File: src/rtl/hazard_ctrl.sv
// hazard_ctrl: load-use stall / taken-branch flush controller with saturating event counters
//   clk, reset_n (sync, active low)
//   in : id_ex_enable/memread/branch/register_rd, if_id_register_rs1/rs2, if_id_rs1/rs2_used, ex_branch_taken
//   out: pc_write, pc_sel_target, if_id_write, if_id_flush, id_ex_bubble (combinational)
//        stall_count, flush_count (registered, saturating)
module hazard_ctrl #(
  parameter int LOAD_USE_CYCLES = 1,
  parameter int FLUSH_CYCLES    = 1,
  parameter int CNT_W           = 16
) (
  input  logic             clk,
  input  logic             reset_n,
  input  logic             id_ex_enable,
  input  logic             id_ex_memread,
  input  logic             id_ex_branch,
  input  logic [4:0]       id_ex_register_rd,
  input  logic [4:0]       if_id_register_rs1,
  input  logic [4:0]       if_id_register_rs2,
  input  logic             if_id_rs1_used,
  input  logic             if_id_rs2_used,
  input  logic             ex_branch_taken,
  output logic             pc_write,
  output logic             pc_sel_target,
  output logic             if_id_write,
  output logic             if_id_flush,
  output logic             id_ex_bubble,
  output logic [CNT_W-1:0] stall_count,
  output logic [CNT_W-1:0] flush_count
);
  typedef enum logic [1:0] {RUN, STALL, FLUSH} state_t;
  state_t state, state_nx;
  logic [3:0] cnt, cnt_nx;
  logic lu_hz, br_hz, stall_o, brt, flush_o;
  assign lu_hz = id_ex_enable & id_ex_memread & (id_ex_register_rd != 5'd0) &
                 ((if_id_rs1_used & (if_id_register_rs1 == id_ex_register_rd)) |
                  (if_id_rs2_used & (if_id_register_rs2 == id_ex_register_rd)));
  assign br_hz = id_ex_enable & id_ex_branch & ex_branch_taken;
  always_ff @(posedge clk) begin
    if (!reset_n) begin
      state <= RUN;
      cnt   <= '0;
    end else begin
      state <= state_nx;
      cnt   <= cnt_nx;
    end
  end
  // cnt holds the remaining extra cycles; the hazard cycle itself is spent in RUN
  always_comb begin
    state_nx = state;
    cnt_nx   = cnt;
    if (state == RUN) begin
      if (br_hz) begin
        state_nx = FLUSH_CYCLES > 1 ? FLUSH : RUN;
        cnt_nx   = 4'(FLUSH_CYCLES - 1);
      end else if (lu_hz) begin
        state_nx = LOAD_USE_CYCLES > 1 ? STALL : RUN;
        cnt_nx   = 4'(LOAD_USE_CYCLES - 1);
      end
    end else begin
      cnt_nx   = cnt - 4'd1;
      state_nx = cnt == 4'd1 ? RUN : state;
    end
  end
  always_comb begin
    brt           = state == RUN && br_hz;
    stall_o       = state == STALL || (state == RUN && !br_hz && lu_hz);
    flush_o       = state == FLUSH;
    pc_write      = reset_n & ~stall_o;
    pc_sel_target = reset_n & brt;
    if_id_write   = reset_n & ~stall_o;
    if_id_flush   = ~reset_n | brt | flush_o;
    id_ex_bubble  = ~reset_n | stall_o | brt | flush_o;
  end
  always_ff @(posedge clk) begin
    if (!reset_n) begin
      stall_count <= '0;
      flush_count <= '0;
    end else begin
      stall_count <= (stall_o && !(&stall_count)) ? stall_count + CNT_W'(1) : stall_count;
      flush_count <= (brt && !(&flush_count)) ? flush_count + CNT_W'(1) : flush_count;
    end
  end
endmodule

File: config.mk
export PLATFORM = sky130hd
export DESIGN_NAME = hazard_ctrl
export DESIGN_NICKNAME = d
export VERILOG_FILES = /design/src/rtl/hazard_ctrl.sv
export SDC_FILE = /design/constraint.sdc
export NUM_CORES = 1
export LEC_CHECK = 0
export BUFFER_PORTS_ARGS = -buffer_cell sky130_fd_sc_hd__buf_2
export CAP_MARGIN = 15
export CORE_MARGIN = 2
export CORE_UTILIZATION = 45
export CTS_CLUSTER_DIAMETER = 150
export CTS_CLUSTER_SIZE = 40
export DETAILED_ROUTE_END_ITERATION = 10
export PLACE_DENSITY = 0.72
export SLEW_MARGIN = 5
export SYNTH_ARGS = -nofsm -noshare
export SYNTH_HDL_FRONTEND = slang
export SYNTH_SLANG_ARGS = --single-unit
File: constraint.sdc
create_clock -name clk -period 1.7 [get_ports clk]
set_input_delay 0.085 -clock clk [delete_from_list [all_inputs] [get_ports clk]]
set_output_delay 0.085 -clock clk [all_outputs]
set_load 0.02 [all_outputs]
==> results.yml, run 1 <==
pwr:
  total_power_mw: 1.54
  p_leak_nw: 1.16
  peakVddDrop_uv: 728
  cellPowerDensity_nw_per_um2: 567
critical_path:
  crit_arrival_ns: 1.89
  worstSetupPathType: "in2reg"
  crit_path_top_delay_cell: "or4_4"
  startpoint_type: "input port"
  end_kind: "flip-flop"
  path_cells: "buf_2 -> xor2_1 -> nor4_1 -> a32oi_1 -> bufbuf_16 -> buf_12 -> or4_4 -> a21oi_1"
  required_ns: 1.92
  slowest_delay_ns: 0.50
  crit_fanout: 7
place:
  gp_congestion: 0.857
  io_buffers: 59
  dpl_cell_area_um2: 2340
  dp_hpwl_mm: 3.46
timing:
  tns_ns: 0
  max_freq_ghz: 0.598
  finClkSkew_ns: 0.00574
  period_needed_ns: 1.67
  hold_ws_ns: 0.142
  timing.slew.headroom_pct: 74.3
  timing.final.hold_violations: 0
  setup-violations-final: 0
  period_share_pct: 98.3
  maxSlewViolCount: 0
  worst_slew_pin_slew_ns: 0.381
  rsz0062_at_grt: "true"
die:
  core_um2: 3740
  ios: 60
  dieArea_um2: 4510
  std_cell_rows: 22
  dieHeight_um: 67.2
  die_width_um: 67.2
  initial_core_util_pct: 48.0
drt:
  postRouteAntennaNets: 0
  drc: 0
  dr.pass1.iters: 5
  wl_mm: 5.65
  dr.first_iter.drc_count: 173
  num_vias: 2089
  vias_per_cell: 5.75
  post_drt_wl_per_cell_um: 15.6
synth:
  synth_fp_nets: 238
  yosys.cell_types.count: 37
  syn_area_per_cell_um2: 8.43
  synth_seq_cells: 32
  postSynthCellCount: 213
  syn_area_um2: 1800
  yosysSeqAreaShare_pct: 35.7
  ys_warn_count: 0
clock_tree:
  cts_buffer_depth: 2
  htreeDepth: 2
  clk_pin_slew_ns: 0.07
  clk-insertion-delay-late_ns: 0.29
  cts_made_buffers: 5
  cts_sinks: 32
  cts_tree: "built"
  root_buffer: "clkbuf_8"
final_layout:
  design_area_um2: 2720
  antenna_cells: 0
  area_growth_pct: 51.4
  fillers: 315
  fin_nets: 339
  drive_above_1_share_pct: 42.9
status:
  status: "completed"
global_routing:
  grt_first_pass_wirelength_mm: 8.12
  overflow: 0
  grt_pass1_vias: 1845
  grt_use_total_pct: 23.4
  antenna_found_initial: 0
  grt_max_degree: 30
min_path:
  min_path_type: "in2reg"
flow_run:
  maxCapViolations: 0
state kept, by name, summed over array words and instances (netlist names):
| register | flops |
|---|---|
| flush_count | 16 |
| stall_count | 16 |
critical path, delay by kind of cell:
kind                   cells  cell delay [ns]
AO/OA/AOI/OAI              2             0.29
AND/OR/NAND/NOR            2             0.81
buffers and inverters      3             0.54
XOR/XNOR                   1             0.16
layer usage:
metal	wire length (um)	global-route usage, %	share of wire (%)
met3	353	5.00	6.2
met4	145	7.40	2.6
met5	0	0	0
met2	2900	42.8	51
met1	2250	27.0	40
final cells by class:
type                            count  area, um2  share of cell area, %
Multi-Input combinational cell    171       1230                   45.4
Timing Repair Buffer              101        673                   24.8
Sequential cell                    32        648                   23.8
Clock buffer                        8       90.1                   3.31
Tap cell                           48       60.1                   2.21
Inverter                            3       11.3                  0.414
Yosys cell counts, drive strengths merged:
master / count / area [um2]
a211oi: 1 / 7.51
nand2b: 6 / 37.5
clkinv: 1 / 3.75
and3: 3 / 18.8
o2111a: 1 / 12.5
inv: 2 / 7.51
o31ai: 9 / 81.3
o21ai: 3 / 15.0
or3: 2 / 12.5
o311ai: 3 / 26.3
dfxtp: 32 / 641
buf: 6 / 45.0
nor3: 7 / 35.0
or4: 9 / 67.6
and4: 5 / 43.8
nor4bb: 1 / 10.0
mux2i: 3 / 30.0
nor2: 21 / 78.8
nor4b: 1 / 8.76
ha: 2 / 25.0
nand3: 17 / 85.1
o41ai: 3 / 26.3
nand2: 14 / 52.6
a21oi: 13 / 65.1
nand4: 9 / 56.3
or2: 2 / 12.5
clkbuf: 3 / 11.3
and2: 2 / 12.5
xor2: 12 / 105
nor3b: 3 / 22.5
xnor2: 12 / 105
a32oi: 1 / 8.76
nor4: 4 / 25.0
path summary, 6_finish.rpt:
check | startpoint | to | slack [ns] | cells after the start
setup / recovery | id_ex_register_rd[1] | stall_count[8] | 0.03 | 8
hold reg to reg | stall_count[4] | stall_count[4] | 0.53 | 2
setup reg to reg | stall_count[0] | stall_count[14] | 0.06 | 7
hold / removal | reset_n | flush_count[4] | 0.14 | 3
cells by family after synthesis:
group           synth area share (%)
xor+xnor                        11.7
simple gates                    32.3
mux                             1.67
compound gates                  13.5
flops                           35.7
buf+inv                         3.76
fa+ha+maj                       1.39
where the power goes:
| part | switching, mW | internal [mW] | total [mW] |
|---|---|---|---|
| combinational | 0.0959 | 0.0809 | 0.177 |
| sequential | 0.00107 | 0.751 | 0.753 |
| clock | 0.280 | 0.330 | 0.610 |
per-stage QoR:
step	std cells	utilization, %	setup WS, ns
after floorplan	213	-	-0.0607
after global placement	341	62.6	-0.174
after detailed placement	341	62.6	-0.193
after CTS	357	67.4	0.00722
after global routing	363	72.6	-0.0726
final	363	72.6	0.0287
cells in the final DEF (no fill, tap or decap), types with 5 or more instances in the layout:
cell type and count:
buf_2 57, buf_4 37, dfxtp_1 26, nor2_1 19, nand3_1 15, nand2_1 13
a21oi_1 13, xor2_1 12, xnor2_1 12, nand4_1 9, o31ai_1 8, or4_1 7
clkbuf_8 6, dfxtp_2 6, nand2b_1 5
timing repair:
action	CTS	global route
endpoints found under the setup margin	14	23
pin swaps	4	8
gates resized for setup	3	31
setup buffers	6	5
gates cloned	2	1
hold buffers	0	0
(Power assumes the default switching activity.)
==> inputs of run 2 (changes only) <==
Settings changed: GPL_TIMING_DRIVEN set to 0.
Clock period 1.7 ns to 1.4 ns, I/O delays scaled along.
==> run 2 against run 1 <==
Effect of this change: critical path type is now reg2reg; die area is the same; critical path depth shrank 1; routed wire length increased by 15%; count of clock-buffer cells in the layout fell by 1; the flow now finishes with violations (setup timing); final cell count increased by 1.9%; flip-flop and latch count did not move; via count increased by 4.8%.
==> results.yml, run 2 (synthesis gave the netlist of run 1 again) <==
status:
  status: "finished with violations"
  violations: "setup timing"
critical_path:
  required_ns: 1.60
  startpoint_type: "flip-flop"
  end_kind: "flip-flop"
  crit_arrival_ns: 1.99
  worstSetupPathType: "reg2reg"
  crit_fanout: 6
place:
  dp_hpwl_mm: 3.43
  dp.cells: 320
  io_buffers: 59
  gp_congestion: 0.827
pwr:
  cellPowerDensity_nw_per_um2: 596
  peakVddDrop_uv: 560
  total_power_mw: 1.84
  p_leak_nw: 1.24
drt:
  drc: 0
  post_drt_wl_per_cell_um: 17.6
  num_vias: 2189
  postRouteAntennaNets: 0
  dr.first_iter.drc_count: 186
  dr.pass1.iters: 4
  wl_mm: 6.50
  vias_per_cell: 5.92
timing:
  finClkSkew_ns: 0.00621
  maxSlewViolCount: 0
  timing.slew.headroom_pct: 55.7
  worst_slew_pin_slew_ns: 0.665
  period_share_pct: 128
  rsz0062_at_grt: "true"
  setup-violations-final: 33
  fin_ws_ns: -0.386
  timing.final.hold_violations: 0
  period_needed_ns: 1.79
  max_freq_ghz: 0.560
  hold_ws_ns: 0.0870
global_routing:
  antenna_found_initial: 0
  grt_most_used_layer: "met2"
  overflow: 0
  grt_util_met1_pct: 34.1
  grt_first_pass_wirelength_mm: 8.99
  grt_util_met3_pct: 4.67
  grt_pass1_vias: 1991
  use_met2_pct: 42.6
  grt_use_total_pct: 26.2
  grt_max_degree: 11
die:
  ios: 60
  dieArea_um2: 4510
  dieHeight_um: 67.2
  std_cell_rows: 22
  initial_core_util_pct: 48.0
  die_width_um: 67.2
  core_um2: 3740
final_layout:
  fin_nets: 346
  final_core_util_pct: 82.3
  fillers: 214
  final_cells: 370
  final_common_cell: "buf_2"
  seqCellArea_um2: 713
  top_regs: "flush_count: 16 flops, stall_count: 16 flops"
  antenna_cells: 0
  area_growth_pct: 71.6
  multi_input_area_um2: 1450
  final_cell_mix: "buf_2, buf_4, nor2_1"
  drive_above_1_share_pct: 59.9
flow_run:
  maxCapViolations: 0
clock_tree:
  htreeDepth: 2
  clk-insertion-delay-late_ns: 0.29
  cts_buffer_depth: 2
  clk_pin_slew_ns: 0.07
  cts_sinks: 32
  cts_made_buffers: 5
  root_buffer: "clkbuf_8"
  hold_buffers: 0
  cts_tree: "built"
min_path:
  min_path_type: "in2reg"
run 2: changes by cell type in the layout (fill, tap and decap cells not counted), moves of 4 or more:
cell,delta
buf_6,+9
dfxtp_1,-22
buf_2,-4
dfxtp_4,+15
nand3_2,+5
dfxtp_2,+7
nand3_1,-5
run 2: area by class of cell:
class	count	area share [%]
Multi-Input combinational cell	169	47.0
Sequential cell	32	23.2
Timing Repair Buffer	101	22.7
Clock buffer	7	2.48
Buffer	9	2.15
Tap cell	48	1.95
Inverter	3	0.366
Clock inverter	1	0.162
run 2: worst paths after layout:
check	startpoint	end	slack, ns	cells past startpoint
min	reset_n	stall_count[0]	0.09	3
min reg2reg	stall_count[11]	stall_count[11]	0.50	2
max	stall_count[12]	stall_count[7]	-0.39	7
max reg2reg	stall_count[12]	stall_count[7]	-0.39	7
run 2: per-stage QoR:
stage | setup TNS [ns] | setup slack [ns] | cell area, um2
2_1_floorplan | -2.70 | -0.230 | 1940
3_3_place_gp | -6.45 | -0.372 | 2300
3_5_place_dp | -6.80 | -0.372 | 2300
4_1_cts | -4.78 | -0.266 | 2770
5_1_grt | -8.84 | -0.430 | 3080
6_report | -6.21 | -0.386 | 3080
run 2: routing by layer:
layer	share of wire (%)	routed length, um
met2	50	3260
met5	0	0
met1	40	2570
met4	3.3	216
met3	7.0	453
run 2: worst max-delay path, cell delays in order, from the launching register on:
cell and delay [ns]:
dfxtp_1 0.43, and4_2 0.32, nand2_4 0.07, o31ai_4 0.32
buf_4 0.21, buf_6 0.09, o31ai_1 0.07, a21oi_1 0.20
run 2: report_power, final:
group,internal (mW),total [mW],switching (mW),leakage [nW]
combinational,0.116,0.251,0.134,0.918
clock,0.349,0.698,0.350,0.0422
sequential,0.885,0.888,0.00314,0.277
total,1.35,1.84,0.487,1.24
run 2: repair_timing:
| item | 4_1_cts | 5_1_grt |
|---|---|---|
| pin swaps | 33 | 35 |
| gates cloned | 2 | 0 |
| setup endpoints to repair | 34 | 35 |
| resized for setup | 38 | 48 |
| setup buffers | 25 | 15 |
==> inputs of run 3 (changes only) <==
Settings changed: CORE_UTILIZATION 45 to 50, PLACE_DENSITY 0.72 to 0.76.
Clock period 1.4 ns to 1.7 ns, I/O delays scaled along.
==> run 3 against run 2 <==
Effect of this change: the run now ends clean; worst setup slack better by 0.40 ns; die area down 9.4%; cell area down 19%; register-to-register slack better by 0.40 ns.
==> results.yml, run 3 (synthesis gave the netlist of run 1 again) <==
clock_tree:
  cts_made_buffers: 5
  clk_pin_slew_ns: 0.10
  cts_buffer_depth: 2
  cts_sinks: 32
  htreeDepth: 2
  cts_tree: "built"
  clk-insertion-delay-late_ns: 0.34
  root_buffer: "clkbuf_4"
  hold_buffers: 0
pwr:
  swShare_pct: 25.6
  total_power_mw: 1.37
  internal_power_mw: 1.02
  seq_power_share_pct: 54.6
  cellPowerDensity_nw_per_um2: 550
  p_sw_mw: 0.352
  power_frac_clock_pct: 33.6
  peakVddDrop_uv: 355
  p_leak_nw: 0.972
  p_comb_share_pct: 11.9
final_layout:
  antenna_cells: 0
  final_core_util_pct: 73.7
  drive_above_1_share_pct: 43.0
  fin_nets: 315
  final_common_cell: "buf_2"
  area_growth_pct: 39.1
  final_cells: 337
  final_cell_mix: "buf_2, dfxtp_1, nor2_1"
  fillers: 259
  top_regs: "flush_count: 16 flops, stall_count: 16 flops"
timing:
  maxSlewViolCount: 0
  period_share_pct: 99.1
  timing.final.hold_violations: 0
  max_freq_ghz: 0.594
  period_needed_ns: 1.68
  worst_slew_pin_slew_ns: 0.509
  hold_ws_ns: 0.0640
  rsz0062_at_grt: "true"
  setup-violations-final: 0
  tns_ns: 0
  timing.slew.headroom_pct: 66.0
  finClkSkew_ns: 0.00934
global_routing:
  grt_first_pass_wirelength_mm: 7.89
  grt_max_degree: 15
  grt_pass1_vias: 1742
  grt_use_total_pct: 24.1
  overflow: 0
  antenna_found_initial: 0
die:
  core_um2: 3390
  dieHeight_um: 63.9
  dieArea_um2: 4090
  std_cell_rows: 21
  initial_core_util_pct: 53.0
  ios: 60
  die_width_um: 63.9
critical_path:
  worstSetupPathType: "reg2reg"
  crit_path_start: "stall_count[0]"
  required_ns: 1.97
  path_cells: "ha_4 -> and4_4 -> nand2_4 -> o31ai_4 -> buf_6 -> or4_1 -> a21oi_1"
  path_delay_family: "simple AND/OR/NAND/NOR gates"
  crit_arrival_ns: 1.96
  cp_num_buf_inv: 1
  crit_path_top_delay_cell: "or4_1"
  slowest_delay_ns: 0.48
  crit_fanout: 5
  end_kind: "flip-flop"
  startpoint_type: "flip-flop"
  reg2reg_from: "stall_count[0]"
min_path:
  min_path_type: "in2reg"
  worstHoldStart: "reset_n"
drt:
  drc: 0
  route.met2.wl_mm: 2.32
  dr.first_iter.drc_count: 88
  dr.pass1.iters: 4
  wl_met1_mm: 2.15
  postRouteAntennaNets: 0
  wl_met3_um: 345
  routed.top_layer: "met4"
  vias_per_cell: 5.71
  wl_mm: 4.89
  post_drt_wl_per_cell_um: 14.5
  num_vias: 1925
place:
  gp_congestion: 0.838
  dp.cells: 318
  dp_hpwl_mm: 3.30
  io_buffers: 59
status:
  status: "completed"
flow_run:
  maxCapViolations: 0
-- run 3: cell types whose count changed in the layout (fill, tap and decap cells not counted), sizes merged --
cell,previous run,this run
buf,107,76
clkbuf,10,11
clkinv,2,1
-- run 3: area by class of cell --
type / count / area [um2] / share of cell area (%)
well taps: 46 / 57.6 / 2.30
flip-flops and latches: 32 / 663 / 26.6
inverters: 3 / 11.3 / 0.451
repair buffers: 71 / 404 / 16.2
clock buffers: 8 / 58.8 / 2.35
plain buffers: 8 / 47.5 / 1.90
multi-input cells: 169 / 1250 / 50.3
-- run 3: final timing paths --
| path | endpoint | slack (ns) | cells after the start |
|---|---|---|---|
| worst max register to register | stall_count[13] | 0.02 | 7 |
| worst min register to register | stall_count[8] | 0.50 | 2 |
| worst max-delay path | stall_count[13] | 0.02 | 7 |
| worst min-delay path | stall_count[10] | 0.06 | 3 |
-- run 3: stage by stage --
stage / setup WS (ns) / cell area, um2
final: 0.0157 / 2500
after global placement: -0.153 / 2160
after CTS: -0.0243 / 2300
after floorplan: -0.0607 / 1810
after global routing: -0.0663 / 2500
after detailed placement: -0.143 / 2160
-- run 3: worst min-delay path, cell delays in order --
cell and delay [ns]:
buf_2 0.15, nand2b_1 0.08, o41ai_1 0.06
-- run 3: routing by layer --
metal / up-vias / GRT usage (%)
li1: 953 / -
met1: 889 / 32.3
met2: 76 / 38.0
met3: 7 / 5.11
met4: 0 / 8.97
met5: - / 0
-- run 3: timing repair --
action	CTS	global route
setup endpoints to repair	21	31
gates resized for setup	11	43
buffers inserted	5	6
cloned	1	0
pin swaps	9	17
-- run 3: power by group through the flow --
stage | Clock, mW | Sequential (mW) | Combinational (mW)
after global placement | 0 | 0.771 | 0.136
final | 0.461 | 0.750 | 0.163
after CTS | 0.465 | 0.750 | 0.141
after floorplan | 0 | 0.773 | 0.0754
after detailed placement | 0 | 0.771 | 0.137
after global routing | 0.509 | 0.750 | 0.177
